**config.mk**
```make
export PLATFORM = sky130hd
export DESIGN_NAME = weight_fifo_out_seq
export DESIGN_NICKNAME = d
export VERILOG_FILES = /design/src/rtl/weight_fifo_out_seq.sv
export SDC_FILE = /design/constraint.sdc
export NUM_CORES = 1
export LEC_CHECK = 0
export BUFFER_PORTS_ARGS = -buffer_cell sky130_fd_sc_hd__buf_2
export CORE_UTILIZATION = 28
export DETAILED_ROUTE_END_ITERATION = 7
export GPL_ROUTABILITY_DRIVEN = 1
export SYNTH_ARGS = -nofsm -noshare
export SYNTH_HDL_FRONTEND = slang
export SYNTH_SLANG_ARGS = --single-unit
```
**constraint.sdc**
```tcl
create_clock -name clk -period 5 [get_ports clk]
set_clock_uncertainty 0.15 [all_clocks]
set_input_delay 1 -clock clk [delete_from_list [all_inputs] [get_ports clk]]
set_output_delay 1 -clock clk [all_outputs]
set_load 0.02 [all_outputs]
```
**src/rtl/weight_fifo_out_seq.sv**
```systemverilog
// Weight FIFO read-out sequencer: drives per-column FIFO read enables in broadcast or
// skewed (diagonal wavefront) order, plus registered weight-register write enables.

module weight_fifo_out_seq_col #(
  parameter int COL     = 0,
  parameter int CNT_W   = 6,
  parameter int DEPTH_W = 5
) (
  input  logic [CNT_W-1:0]   cnt,
  input  logic [DEPTH_W-1:0] depth,
  input  logic               skew,
  input  logic               go,
  output logic               en
);
  logic [CNT_W-1:0] lo, hi;

  // Column window is [lo, lo+depth); broadcast collapses every column onto lo=0.
  assign lo = skew ? CNT_W'(COL) : '0;
  assign hi = lo + CNT_W'(depth);
  assign en = go && (cnt >= lo) && (cnt < hi);
endmodule

module weight_fifo_out_seq #(
  parameter int FIFO_WIDTH = 16,
  parameter int FIFO_DEPTH = 16,
  localparam int DEPTH_W   = $clog2(FIFO_DEPTH) + 1,
  localparam int CNT_W     = $clog2(FIFO_DEPTH + FIFO_WIDTH) + 1
) (
  input  logic                  clk,
  input  logic                  rstn,
  input  logic                  start,
  input  logic [DEPTH_W-1:0]    cfg_depth,
  input  logic                  cfg_skew,
  input  logic                  stall,
  output logic                  busy,
  output logic                  done,
  output logic [FIFO_WIDTH-1:0] fifo_en,
  output logic [FIFO_WIDTH-1:0] w_wen
);
  typedef enum logic [1:0] {IDLE, RUN, FLUSH} state_t;

  state_t             state, state_nx;
  logic [CNT_W-1:0]   cnt, cnt_nx, last;
  logic [DEPTH_W-1:0] depth_q, depth_sat;
  logic               skew_q, accept, ld, go;

  assign accept    = start && (cfg_depth != '0) && ((state == IDLE) || (state == FLUSH));
  assign depth_sat = (cfg_depth > DEPTH_W'(FIFO_DEPTH)) ? DEPTH_W'(FIFO_DEPTH) : cfg_depth;
  // Skew stretches the run so the last column gets its full window.
  assign last      = skew_q ? CNT_W'(depth_q) + CNT_W'(FIFO_WIDTH - 2)
                            : CNT_W'(depth_q) - CNT_W'(1);
  assign go        = (state == RUN) && !stall;
  assign busy      = (state != IDLE);
  assign done      = (state == FLUSH);

  always_comb begin
    state_nx = state;
    cnt_nx   = cnt;
    ld       = 1'b0;
    case (state)
      IDLE: if (accept) begin
        state_nx = RUN;
        cnt_nx   = '0;
        ld       = 1'b1;
      end
      RUN: if (!stall) begin
        if (cnt == last) begin
          state_nx = FLUSH;
          cnt_nx   = '0;
        end else begin
          cnt_nx = cnt + CNT_W'(1);
        end
      end
      FLUSH: begin
        state_nx = IDLE;
        if (accept) begin
          state_nx = RUN;
          cnt_nx   = '0;
          ld       = 1'b1;
        end
      end
      default: state_nx = IDLE;
    endcase
  end

  always_ff @(posedge clk) begin
    if (!rstn) begin
      state   <= IDLE;
      cnt     <= '0;
      depth_q <= '0;
      skew_q  <= 1'b0;
      w_wen   <= '0;
    end else begin
      state <= state_nx;
      cnt   <= cnt_nx;
      w_wen <= fifo_en;
      if (ld) begin
        depth_q <= depth_sat;
        skew_q  <= cfg_skew;
      end
    end
  end

  for (genvar c = 0; c < FIFO_WIDTH; c++) begin : g_col
    weight_fifo_out_seq_col #(
      .COL(c), .CNT_W(CNT_W), .DEPTH_W(DEPTH_W)
    ) u_col (
      .cnt  (cnt),
      .depth(depth_q),
      .skew (skew_q),
      .go   (go),
      .en   (fifo_en[c])
    );
  end
endmodule

```
Yosys cells after proc, flatten, opt, wreduce, memory -nomap -nowiden
Index checks and enable logic that the tools add are counted.
- add/subtract/negate cells: 18
- magnitude comparators: 33
- eq/ne operators: 7
- mux-type cells: 28
- reductions and logical operators: 44
- operator list (kind ; count):
    6-bit by 5-bit adder with 6-bit output ; 15
    6-bit >= comparator ; 15
    6-bit < comparator ; 15
    1-bit logical AND ; 35
    4-bit two-way mux ; 8
    6-bit two-way mux ; 4
    3-bit two-way mux ; 4
    6-bit one-hot mux with 2 select lines ; 1
    2-bit two-way mux ; 5
    5-bit by 4-bit adder with 6-bit output (second input constant) ; 1
    6-bit by 1-bit adder with 6-bit output (second input constant) ; 1
    6-bit == test ; 1
    6-bit by 1-bit >= comparator with 1-bit output (second input constant) ; 1
    6-bit by 5-bit < comparator with 1-bit output ; 1
    2-bit one-hot mux with 3 select lines ; 1
    3-bit AND reduction ; 2
    5-bit by 1-bit subtractor with 6-bit output (second input constant) ; 1
    5-bit greater-than comparator (second input constant) ; 1
    5-bit two-way mux ; 1
    5-bit nonzero test ; 1
    1-bit two-way mux ; 4
    2-bit by 1-bit inequality test with 1-bit output (second input constant) ; 2
    2-bit inequality test (second input constant) ; 2
    2-bit nonzero test ; 2
    other kinds (6) ; 6
- register bits: 30
- output and inout port bits: 34
- logic and storage cells: 135

Logic depth before layout (Yosys ltp)
Gate-level depths: netlist of the first run.
- depth in word-level cells: 6
- gate-level depth with buffers: 11
- mapped depth without buffers: 10

Cells and area by module
Synthesis of the first run repeated with hierarchy kept, for this count alone.
- cell total of the unflattened synthesis: 639
- area, all modules: 5530.3 um^2
- by module, submodules not included (module ; times used ; cells each ; area each (um^2) ; sequential area each (um^2)):
    weight_fifo_out_seq ; 1 ; 141 ; 1371.3 ; 600.6
    weight_fifo_out_seq_col (g_col[15].u_col) ; 1 ; 40 ; 350.3 ; 0.0
    weight_fifo_out_seq_col (g_col[11].u_col) ; 1 ; 37 ; 311.5 ; 0.0
    weight_fifo_out_seq_col (g_col[7].u_col) ; 1 ; 37 ; 309.0 ; 0.0
    weight_fifo_out_seq_col (g_col[13].u_col) ; 1 ; 36 ; 300.3 ; 0.0
    weight_fifo_out_seq_col (g_col[14].u_col) ; 1 ; 35 ; 292.8 ; 0.0
    weight_fifo_out_seq_col (g_col[9].u_col) ; 1 ; 32 ; 282.8 ; 0.0
    weight_fifo_out_seq_col (g_col[5].u_col) ; 1 ; 32 ; 275.3 ; 0.0
    weight_fifo_out_seq_col (g_col[3].u_col) ; 1 ; 35 ; 274.0 ; 0.0
    weight_fifo_out_seq_col (g_col[12].u_col) ; 1 ; 31 ; 260.2 ; 0.0
    weight_fifo_out_seq_col (g_col[6].u_col) ; 1 ; 32 ; 256.5 ; 0.0
    weight_fifo_out_seq_col (g_col[10].u_col) ; 1 ; 31 ; 254.0 ; 0.0
    weight_fifo_out_seq_col (g_col[1].u_col) ; 1 ; 28 ; 226.5 ; 0.0
    weight_fifo_out_seq_col (g_col[4].u_col) ; 1 ; 26 ; 219.0 ; 0.0
    3 more rows ; - ; - ; - ; -

Least setup slack after synthesis of the first run
Ideal clock, no wire load.
- path kind: reg-to-output
- start point: register skew_q
- end point: output fifo_en[7]
- data arrival time: 2.778 ns
- data required time: 3.850 ns
- slack: 1.072 ns
- cell stages (with the launch flop): 11
- cell sequence: dfxtp_1 -> ha_1 -> fa_1 -> inv_1 -> ha_1 -> a21o_1 -> a21o_1 -> a21o_1 -> a21o_1 -> a2111oi_0 -> buf_4
- cells in the longest elaborated chain, start to end: 4
- ends and longest elaborated chain (element ; RTL line ; RTL):
    start, declared ; 45 ; logic skew_q, accept, ld, go;
    start signal, assigned ; 99 ; skew_q <= cfg_skew;
    3-bit two-way mux * ; 18 ; assign lo = skew ? CNT_W'(COL) : '0;
    6-bit by 5-bit adder with 6-bit output or 6-bit >= comparator (tied branches) ; 19, 20 ;
    6-bit < comparator or 1-bit logical AND (tied branches) ; 20 ; assign en = go && (cnt >= lo) && (cnt < hi);
    1-bit logical AND * ; 20 ;
    end, declared ; 37 ; output logic [FIFO_WIDTH-1:0] fifo_en,
Every way passes the cells marked *; elsewhere a longest branch is shown, timed or not.

Final worst setup path of the first run
Ends and elaborated chain as after synthesis.

==> summary.txt, run 1 <==
clock input transition at the sequential cells of the worst setup and hold paths - 0.06 ns
Final nets - 554
CTS buffer count - 5
hpwl dp - 8000 um
deepest clock path buffer count - 2
number of global-route vias before repair - 3329
number of DRC violations after detailed routing - 0
Die Span Y - 118 um
biggest cell delay along the critical path - 0.56 ns
Sequential Area - 601 sq um
starting density of the core - 0.292
clock group share of total power - 0.388
share of layout cells above drive strength 1 - 0.149
gate count of the mapped netlist - 443
cell accounting for the most synthesized area - sky130_fd_sc_hd__ha_1
Min Hold Slack - 0.444 ns
detailed-route via count - 3276
RSZ-0062 raised after global routing - no
combined global-route utilization of all metal layers - 0.154
setup repair bufs after CTS - 0
first-pass GRT wire length - 17200 um
Critical Setup Path Class - register to output port
headroom to the max-slew limit - 0.276
quantity of gates resized following cts - 0
P_leak - 1.89 nW
part of the total power dissipated in combinational logic - 0.304
nature of the critical path endpoint - output port
highest clock rate - 0.216 GHz
Final Power - 0.827 mW
PortBufs - 43
synthesized flop and latch total - 30
CTS Sinks - 30
register share of total power - 0.308
clock latency reported for the late side of the worst-skew pair - 0.28 ns
kind of start point of the critical path - register
critical path data required time - 3.85 ns
average via count per standard cell - 5.15
antenna viol nets, final - 0
max-capacitance violation count - 0
portion of synthesized cell area occupied by the leading cell type - 0.263
Post-synth ARST share - 0
initial antenna violation count - 0
iteration-0 DRC count of the detailed router - 246
total stage count of the critical path - 10
placed cell count - 628
number of endpoints with negative hold slack in the final report - 0
Die ar. - 0.0139 sq mm
ranking of synthesized cells by area - sky130_fd_sc_hd__ha_1, sky130_fd_sc_hd__dfxtp_1, sky130_fd_sc_hd__xnor2_1
worst slack at placement - 0.656 ns
hold crit path type - register to register
actual transition at the worst max-transition pin - 1.08 ns
switch share - 0.330
Hold Path Stages - 3
number of enable flip-flop cells after synthesis - 0
Core Rows - 41
Final Max Tran Viols - 0
core box area - 0.0129 sq mm
share of the clock period used by the worst path - 0.927
CTS root buffer - sky130_fd_sc_hd__clkbuf_16
Fillers - 1340
CP max-delay cell - sky130_fd_sc_hd__ha_1
sequential area share after synthesis - 0.160
maximum level of the CTS H-tree - 2
wire length the detailed router placed on met1 - 4640 um
Setup TNS Final - 0 ns
combined area of the multi-input logic cells - 0.00283 sq mm
top layer used by detailed routing - met4
clock tree from TritonCTS - done
number of inserted diodes - 0
Arrival @ worst endpoint - 3.49 ns
fin crit period - 4.64 ns
average routed wire per standard cell - 16.4 um
CP Max Fanout - 12
die span in x - 118 um
sum of met2 wire segment lengths after detailed routing - 5080 um
routed length on met3 - 524 um
synthesis-to-layout area growth - 10.6%
DRT Wirelength - 10400 um
summed instance area of the synthesized netlist - 0.00376 sq mm
pin count of the biggest net entering global routing - 26
Synth Warn # - 0
Synth Net Count - 534
most used standard cell by instance count after synthesis - sky130_fd_sc_hd__ha_1
leading post-synthesis cells by instance count - sky130_fd_sc_hd__ha_1, sky130_fd_sc_hd__a21o_1, sky130_fd_sc_hd__xnor2_1
Top-Level Pins - 44
prevailing post-synth register cell - sky130_fd_sc_hd__dfxtp_1
number of buffers inserted for hold repair after clock tree synthesis - 0
run status - complete, no violations
maximum ir drop on the vdd rail - 0.149 mV
ordered list of cells on the worst path - buf_4 -> ha_1 -> inv_1 -> o21ai_0 -> xnor2_1 -> ha_1 -> a21o_1 -> a21o_1 -> a2111oi_0 -> buf_2
internal power consumption - 0.554 mW
mean instance size in the synthesized netlist - 8.50 sq um
cell area power density - 199 mW/mm^2
Unique masters post-synth - 53
number of buffer and inverter stages on the critical path - 3
final setup slack of the worst path - 0.363 ns
setup violators final - 0
gp weighted congestion - 0.897
Worst R2R Path Depth - 10
number of non-filler instances in the completed layout - 636
iteration count of the initial detailed-routing pass - 4
power dissipated by switching net loads - 0.273 mW
total congestion overflow after global routing - 0
cell class contributing the biggest share of worst-path delay - compound AO/OA/AOI/OAI gates
## per-layer routing
layer / up-vias / GRT usage
met3: 14 / 0.0252
met5: - / 0
met2: 90 / 0.266
met4: 0 / 0.0505
met1: 1533 / 0.194
li1: 1639 / -
## through the flow
step	area [sq um]	util
finish	4160	0.323
global route	4160	0.323
CTS	4160	0.323
detailed placement	4010	0.311
global placement	4010	0.311
floorplan	3760	-
## tightest hold or removal path, cell delays in order, from the launching register on
cell	delay, ns
sky130_fd_sc_hd__dfxtp_1	0.34
sky130_fd_sc_hd__nor2b_1	0.07
sky130_fd_sc_hd__o21ai_1	0.07
sky130_fd_sc_hd__a21oi_1	0.07
## cells in the final DEF (no fill, tap or decap), types with 2 or more instances in the layout
cell,netlist,layout
sky130_fd_sc_hd__nand2_1,32,32
sky130_fd_sc_hd__xor2_1,6,6
sky130_fd_sc_hd__ha_1,79,79
sky130_fd_sc_hd__a32oi_1,2,2
sky130_fd_sc_hd__a31oi_1,10,10
sky130_fd_sc_hd__nor2_1,17,17
sky130_fd_sc_hd__buf_2,3,43
sky130_fd_sc_hd__a21oi_1,33,33
sky130_fd_sc_hd__mux2i_1,2,2
sky130_fd_sc_hd__dfxtp_1,30,30
sky130_fd_sc_hd__a2111oi_0,18,18
sky130_fd_sc_hd__xnor2_1,36,36
sky130_fd_sc_hd__a21o_1,37,37
sky130_fd_sc_hd__buf_4,18,10
sky130_fd_sc_hd__clkinv_2,1,2
sky130_fd_sc_hd__or4_1,4,4
sky130_fd_sc_hd__clkbuf_16,0,5
sky130_fd_sc_hd__nor3b_1,4,4
sky130_fd_sc_hd__nand3_1,20,20
sky130_fd_sc_hd__nand2b_1,3,3
sky130_fd_sc_hd__o21a_1,2,2
sky130_fd_sc_hd__nor2b_1,9,9
sky130_fd_sc_hd__a311oi_1,2,2
sky130_fd_sc_hd__fa_1,2,2
sky130_fd_sc_hd__and2_1,6,6
sky130_fd_sc_hd__nand2b_4,2,2
sky130_fd_sc_hd__o21ai_0,2,2
sky130_fd_sc_hd__inv_1,19,19
sky130_fd_sc_hd__o21ai_1,3,3
## final timing paths
check / from / endpoint / slack, ns
setup / recovery: skew_q / fifo_en[7] / 0.36
hold / removal: state[1] / state[0] / 0.44
hold reg to reg: state[1] / state[0] / 0.44
setup reg to reg: skew_q / w_wen[15] / 1.76
## registers in the layout (all words and copies together), names as in the netlist
name     flops
cnt          6
w_wen       16
state        2
depth_q      5
skew_q       1
## power by group through the flow
stage | logic (mW) | clock network, mW | registers, mW
final | 0.251 | 0.321 | 0.255
after global routing | 0.277 | 0.336 | 0.256
after CTS | 0.250 | 0.327 | 0.255
after detailed placement | 0.249 | 0 | 0.260
after global placement | 0.243 | 0 | 0.260
after floorplan | 0.191 | 0 | 0.262
## cells by family after synthesis
group / synth area share
AOI/OAI and AO/OA: 0.228
and+or+nand+nor: 0.144
buffers and inverters: 0.0891
xor gates and xnor gates: 0.0977
muxes: 0.00532
DFF: 0.160
adders and majority gates: 0.276
## cell type report
| class | instances | share of cell area |
|---|---|---|
| multi-input cells | 353 | 0.679 |
| clock buffers | 6 | 0.0334 |
| clock inverters | 2 | 0.00301 |
| repair buffers | 53 | 0.0698 |
| flip-flops and latches | 30 | 0.144 |
| inverters | 20 | 0.0183 |
| well taps | 172 | 0.0517 |
(Power assumes the default switching activity.)
==> run 2, diff against run 1 <==
--- a/config.mk
+++ b/config.mk
@@ -6,9 +6,12 @@
 export NUM_CORES = 1
 export LEC_CHECK = 0
 export BUFFER_PORTS_ARGS = -buffer_cell sky130_fd_sc_hd__buf_2
+export CELL_PAD_IN_SITES_DETAIL_PLACEMENT = 0
+export CELL_PAD_IN_SITES_GLOBAL_PLACEMENT = 2
 export CORE_UTILIZATION = 28
 export DETAILED_ROUTE_END_ITERATION = 7
 export GPL_ROUTABILITY_DRIVEN = 1
+export PLACE_DENSITY_LB_ADDON = 0.1
 export SYNTH_ARGS = -nofsm -noshare
 export SYNTH_HDL_FRONTEND = slang
 export SYNTH_SLANG_ARGS = --single-unit
==> summary.txt, run 2 (synthesis results as in run 1) <==
registers with the highest flip-flop counts - w_wen: 16 flops, cnt: 6 flops, depth_q: 5 flops
antenna viol nets, final - 0 (unchanged)
die span in x - 118 um (unchanged)
Die Span Y - 118 um (unchanged)
initial antenna violation count - 0 (unchanged)
first-pass GRT wire length - 19000 um (+10%)
internal power consumption - 0.554 mW (+0.14%)
clock group share of total power - 0.376 (-0.012)
maximum ir drop on the vdd rail - 0.123 mV (-17%)
highest clock rate - 0.213 GHz (-1.3%)
total congestion overflow after global routing - 0 (unchanged)
iteration count of the initial detailed-routing pass - 4 (unchanged)
CTS buffer count - 5 (unchanged)
DRT Wirelength - 11800 um (+13%)
detailed-route via count - 3222 (-1.6%)
starting density of the core - 0.292 (unchanged)
top register by number of flip-flops - w_wen
critical path data required time - 3.85 ns (about the same)
Core Rows - 41 (unchanged)
part of the total power dissipated in combinational logic - 0.315 (+0.011)
max-capacitance violation count - 0 (unchanged)
CTS root buffer - sky130_fd_sc_hd__clkbuf_16
share of the clock period used by the worst path - 0.940 (+0.0126)
average via count per standard cell - 5.03 (-2.3%)
CTS Sinks - 30 (unchanged)
Die ar. - 0.0139 sq mm (unchanged)
clock tree from TritonCTS - done
number of non-filler instances in the completed layout - 640 (+0.63%)
actual transition at the worst max-transition pin - 0.819 ns (-0.266 ns)
placed cell count - 632 (+0.64%)
Worst Hold Launch - cnt[3]
setup repair bufs after CTS - 0 (unchanged)
RSZ-0062 raised after global routing - no
flip-flop count of the largest register after layout - 16 (unchanged)
core box area - 0.0129 sq mm (unchanged)
quantity of gates resized following cts - 0 (unchanged)
number of inserted diodes - 0 (unchanged)
fin crit period - 4.70 ns (+0.0629 ns)
Crit Reg-Reg Startpoint - skew_q
most used cells in the layout excluding fill and tap cells - sky130_fd_sc_hd__ha_1, sky130_fd_sc_hd__buf_2, sky130_fd_sc_hd__a21o_1
CP Max Fanout - 12 (unchanged)
switch share - 0.329 (-0.00184)
final core utilization - 0.326 (+0.00233)
Final Power - 0.826 mW (-0.13%)
iteration-0 DRC count of the detailed router - 127 (-48%)
most common cell after layout, fill and taps aside - sky130_fd_sc_hd__ha_1
maximum level of the CTS H-tree - 2 (unchanged)
Top-Level Pins - 44 (unchanged)
P_leak - 1.91 nW (+1.1%)
clock input transition at the sequential cells of the worst setup and hold paths - 0.05 ns (about the same)
share of layout cells above drive strength 1 - 0.156 (+0.00728)
Min Hold Slack - 0.429 ns (-0.0154 ns)
Critical Path Start - skew_q
hpwl dp - 9090 um (+14%)
combined global-route utilization of all metal layers - 0.176 (+0.0218)
kind of start point of the critical path - register
Final nets - 558 (+0.72%)
average routed wire per standard cell - 18.4 um (+12%)
Worst R2R Path Depth - 9 (-1)
run status - complete, no violations
synthesis-to-layout area growth - 11.4%
number of buffers inserted for hold repair after clock tree synthesis - 0 (unchanged)
Final Max Tran Viols - 0 (unchanged)
register share of total power - 0.309 (about the same)
PortBufs - 43 (unchanged)
nature of the critical path endpoint - output port
setup violators final - 0 (unchanged)
Hold Path Stages - 2 (-1)
deepest clock path buffer count - 2 (unchanged)
hold crit path type - register to register
pin count of the biggest net entering global routing - 20 (-23%)
clock latency reported for the late side of the worst-skew pair - 0.28 ns (about the same)
cell area power density - 197 mW/mm^2 (-0.85%)
headroom to the max-slew limit - 0.454 (+0.178)
number of DRC violations after detailed routing - 0 (unchanged)
number of global-route vias before repair - 3285 (-1.3%)
Setup TNS Final - 0 ns (unchanged)
number of endpoints with negative hold slack in the final report - 0 (unchanged)
power dissipated by switching net loads - 0.271 mW (-0.69%)
Arrival @ worst endpoint - 3.55 ns (+0.06 ns)
gp weighted congestion - 0.769 (-14%)
Critical Setup Path Class - register to output port
==> run 2: through the flow <==
step	cell area (sq um)	worst slack [ns]
floorplan	3760	1.07
global placement	4040	0.603
detailed placement	4040	0.551
CTS	4190	0.229
global route	4190	0.0221
finish	4190	0.300
==> run 2: area by class of cell <==
type | instances | area (sq um)
clock buffer | 6 | 139
clock inverter | 2 | 12.5
fill | 1365 | 8680
inverter | 20 | 76.3
multi-input combinational | 353 | 2830
sequential | 30 | 601
tap | 172 | 215
timing repair buffer | 57 | 320
==> run 2: power groups by stage <==
stage | sequential (mW) | clock (mW) | combinational (mW)
floorplan | 0.262 | 0 | 0.191
finish | 0.255 | 0.310 | 0.260
detailed placement | 0.260 | 0 | 0.262
CTS | 0.255 | 0.324 | 0.263
global placement | 0.260 | 0 | 0.263
global route | 0.257 | 0.331 | 0.289
==> run 2: critical path: stages, from the launching register on <==
cell	delay, ns
sky130_fd_sc_hd__dfxtp_1	0.40
sky130_fd_sc_hd__buf_4	0.23
sky130_fd_sc_hd__ha_1	0.56
sky130_fd_sc_hd__inv_1	0.11
sky130_fd_sc_hd__o21ai_0	0.52
sky130_fd_sc_hd__xnor2_1	0.19
sky130_fd_sc_hd__ha_1	0.25
sky130_fd_sc_hd__a21o_1	0.15
sky130_fd_sc_hd__a21o_1	0.18
sky130_fd_sc_hd__a2111oi_0	0.43
sky130_fd_sc_hd__buf_2	0.25
==> run 2: final timing paths <==
check                                   to  slack [ns]
worst max-delay path            fifo_en[7]        0.30
worst min-delay path                cnt[3]        0.43
worst min register to register      cnt[3]        0.43
worst max register to register    w_wen[7]        1.70
==> run 2: layer usage <==
metal	routed length (um)	share of wire	vias up	global-route usage
li1	-	-	1644	-
met1	6210	0.53	1525	0.261
met2	5120	0.43	46	0.270
met3	331	0.028	7	0.0160
met4	115	0.0098	0	0.0449
met5	0	0	-	0
==> run 3, diff against run 2 <==
--- a/config.mk
+++ b/config.mk
@@ -5,7 +5,7 @@
 export SDC_FILE = /design/constraint.sdc
 export NUM_CORES = 1
 export LEC_CHECK = 0
-export BUFFER_PORTS_ARGS = -buffer_cell sky130_fd_sc_hd__buf_2
+export BUFFER_PORTS_ARGS = -buffer_cell sky130_fd_sc_hd__clkbuf_2
 export CELL_PAD_IN_SITES_DETAIL_PLACEMENT = 0
 export CELL_PAD_IN_SITES_GLOBAL_PLACEMENT = 2
 export CORE_UTILIZATION = 28
@@ -14,4 +14,5 @@
 export PLACE_DENSITY_LB_ADDON = 0.1
 export SYNTH_ARGS = -nofsm -noshare
 export SYNTH_HDL_FRONTEND = slang
+export SYNTH_HIERARCHICAL = 1
 export SYNTH_SLANG_ARGS = --single-unit
==> summary.txt, run 3 <==
run status - complete, no violations
clock input transition at the sequential cells of the worst setup and hold paths - 0.07 ns (+0.02 ns)
placed cell count - 965 (+53%)
Fillers - 2092 (+53%)
maximum ir drop on the vdd rail - 0.111 mV (-10%)
leading post-synthesis cells by instance count - sky130_fd_sc_hd__ha_1, sky130_fd_sc_hd__inv_1, sky130_fd_sc_hd__nand2_1
hold crit path type - register to register
most used cells in the layout excluding fill and tap cells - sky130_fd_sc_hd__ha_1, sky130_fd_sc_hd__inv_1, sky130_fd_sc_hd__clkbuf_2
nature of the critical path endpoint - output port
cell area power density - 141 mW/mm^2 (-28%)
critical path data required time - 3.85 ns (about the same)
cell accounting for the most synthesized area - sky130_fd_sc_hd__ha_1
flip-flop count of the largest register after layout - 16 (unchanged)
number of enable flip-flop cells after synthesis - 0 (unchanged)
sequential area share after synthesis - 0.109 (-0.0510)
top register by number of flip-flops - w_wen
share of the clock period used by the worst path - 0.882 (-0.0576)
setup violators final - 0 (unchanged)
iteration-0 DRC count of the detailed router - 227 (+79%)
share of layout cells above drive strength 1 - 0.148 (-0.00768)
number of inserted diodes - 0 (unchanged)
number of non-filler instances in the completed layout - 973 (+52%)
fin crit period - 4.41 ns (-0.288 ns)
CP Max Fanout - 19 (+7)
actual transition at the worst max-transition pin - 1.06 ns (+0.243 ns)
registers with the highest flip-flop counts - w_wen: 16 flops, cnt: 6 flops, depth_q: 5 flops
Final Max Tran Viols - 0 (unchanged)
hpwl dp - 11400 um (+25%)
Top-Level Pins - 44 (unchanged)
RSZ-0062 raised after global routing - no
Core Rows - 51 (+24%)
Sequential Area - 602 sq um (+0.21%)
clock tree from TritonCTS - done
mean instance size in the synthesized netlist - 8.65 sq um (+1.9%)
detailed-route via count - 4821 (+50%)
routed length on met3 - 437 um (+32%)
summed instance area of the synthesized netlist - 0.00553 sq mm (+47%)
gate count of the mapped netlist - 639 (+44%)
clock latency reported for the late side of the worst-skew pair - 0.30 ns (+0.02 ns)
average routed wire per standard cell - 17.0 um (-7.4%)
portion of synthesized cell area occupied by the leading cell type - 0.353 (+0.0903)
average via count per standard cell - 4.95 (-1.6%)
max-capacitance violation count - 0 (unchanged)
Critical Setup Path Class - register to output port
combined global-route utilization of all metal layers - 0.173 (-0.00294)
maximum level of the CTS H-tree - 2 (unchanged)
Setup TNS Final - 0 ns (unchanged)
headroom to the max-slew limit - 0.291 (-0.163)
CTS Sinks - 30 (unchanged)
Synth Net Count - 812 (+52%)
quantity of gates resized following cts - 0 (unchanged)
CTS root buffer - sky130_fd_sc_hd__clkbuf_16
Min Hold Slack - 0.446 ns (+0.0164 ns)
kind of start point of the critical path - register
highest clock rate - 0.227 GHz (+6.5%)
PortBufs - 43 (unchanged)
core box area - 0.0194 sq mm (+51%)
antenna viol nets, final - 0 (unchanged)
deepest clock path buffer count - 2 (unchanged)
synthesized flop and latch total - 30 (unchanged)
die span in x - 143 um (+21%)
gp weighted congestion - 0.740 (-3.8%)
number of global-route vias before repair - 4938 (+50%)
Synth Warn # - 6 (+6)
total congestion overflow after global routing - 0 (unchanged)
wire length the detailed router placed on met1 - 8280 um (+33%)
combined area of the multi-input logic cells - 0.00455 sq mm (+61%)
Final Power - 0.901 mW (+9.1%)
iteration count of the initial detailed-routing pass - 6 (+2)
number of DRC violations after detailed routing - 0 (unchanged)
Post-synth ARST share - 0 (unchanged)
setup repair bufs after CTS - 0 (unchanged)
first-pass GRT wire length - 26900 um (+41%)
Arrival @ worst endpoint - 3.26 ns (-0.29 ns)
initial antenna violation count - 0 (unchanged)
sum of met2 wire segment lengths after detailed routing - 7710 um (+51%)
Unique masters post-synth - 67 (+26%)
number of endpoints with negative hold slack in the final report - 0 (unchanged)
Final nets - 880 (+58%)
Die ar. - 0.0203 sq mm (+46%)
Die Span Y - 143 um (+21%)
ranking of synthesized cells by area - sky130_fd_sc_hd__ha_1, sky130_fd_sc_hd__dfxtp_1, sky130_fd_sc_hd__inv_1
most common cell after layout, fill and taps aside - sky130_fd_sc_hd__ha_1
top layer used by detailed routing - met4
CTS buffer count - 5 (unchanged)
pin count of the biggest net entering global routing - 36 (+80%)
number of buffers inserted for hold repair after clock tree synthesis - 0 (unchanged)
prevailing post-synth register cell - sky130_fd_sc_hd__dfxtp_1
DRT Wirelength - 16600 um (+41%)
synthesis-to-layout area growth - 15.5%
starting density of the core - 0.285 (-0.00721)
P_leak - 3.03 nW (+59%)
most used standard cell by instance count after synthesis - sky130_fd_sc_hd__ha_1
[run 3: cell count changes after synthesis, sizes merged, moves of 12 or more]
cell	before	now
ha	79	156
inv	19	88
buf	27	3
a21o	38	18
nand2b	5	22
nand4	1	17
xor2	6	22
xnor2	36	21
and2	6	18
[run 3: path summary, 6_finish.rpt]
check	startpoint	slack, ns	endpoint	cells after the start
worst max-delay path	skew_q	0.59	fifo_en[15]	13
worst min-delay path	state[0]	0.45	cnt[0]	2
worst max register to register	skew_q	1.89	w_wen[15]	13
worst min register to register	state[0]	0.45	cnt[0]	2
[run 3: layout make-up]
cell class	instances	share of cell area
Inverter	88	0.0517
Clock inverter	2	0.00196
Timing Repair Buffer	67	0.0658
Multi-Input combinational cell	515	0.713
Tap cell	265	0.0519
Clock buffer	6	0.0217
Sequential cell	30	0.0942
[run 3: through the flow]
step	setup slack [ns]	area, sq um	utilization
after floorplan	0.592	5530	-
after global placement	0.939	6240	0.322
after detailed placement	0.863	6240	0.322
after CTS	0.527	6390	0.329
after global routing	0.385	6390	0.329
final	0.588	6390	0.329
[run 3: where the power goes]
group,internal (mW),switching [mW]
Sequential,0.246,0.00977
Combinational,0.125,0.176
Clock,0.198,0.146
[run 3: worst max-delay path, stage by stage (launching register included)]
cell                       delay (ns)
sky130_fd_sc_hd__dfxtp_2         0.61
sky130_fd_sc_hd__ha_1            0.25
sky130_fd_sc_hd__inv_1           0.06
sky130_fd_sc_hd__fa_1            0.39
sky130_fd_sc_hd__inv_1           0.07
sky130_fd_sc_hd__a21o_1          0.13
sky130_fd_sc_hd__a21oi_2         0.06
sky130_fd_sc_hd__xor2_1          0.14
sky130_fd_sc_hd__ha_1            0.30
sky130_fd_sc_hd__a21o_1          0.18
sky130_fd_sc_hd__nand2_1         0.06
sky130_fd_sc_hd__nand3b_1        0.08
sky130_fd_sc_hd__a211oi_1        0.39
sky130_fd_sc_hd__clkbuf_2        0.25
[run 3: logic make-up (layout without fill, tap and decap cells)]
| family | count (synthesis) | after routing | share of synthesized area |
|---|---|---|---|
| mux | 4 | 4 | 0.00724 |
| xor+xnor | 43 | 43 | 0.0681 |
| buf+inv | 94 | 163 | 0.0679 |
| simple gates | 169 | 169 | 0.177 |
| fa+ha+maj | 163 | 163 | 0.378 |
| compound gates | 136 | 136 | 0.193 |
| flops | 30 | 30 | 0.109 |
[run 3: metal layers]
metal / vias up / GRT usage
met1: 2288 / 0.227
met2: 68 / 0.302
li1: 2454 / -
met4: 0 / 0.0351
met5: - / 0
met3: 11 / 0.0222
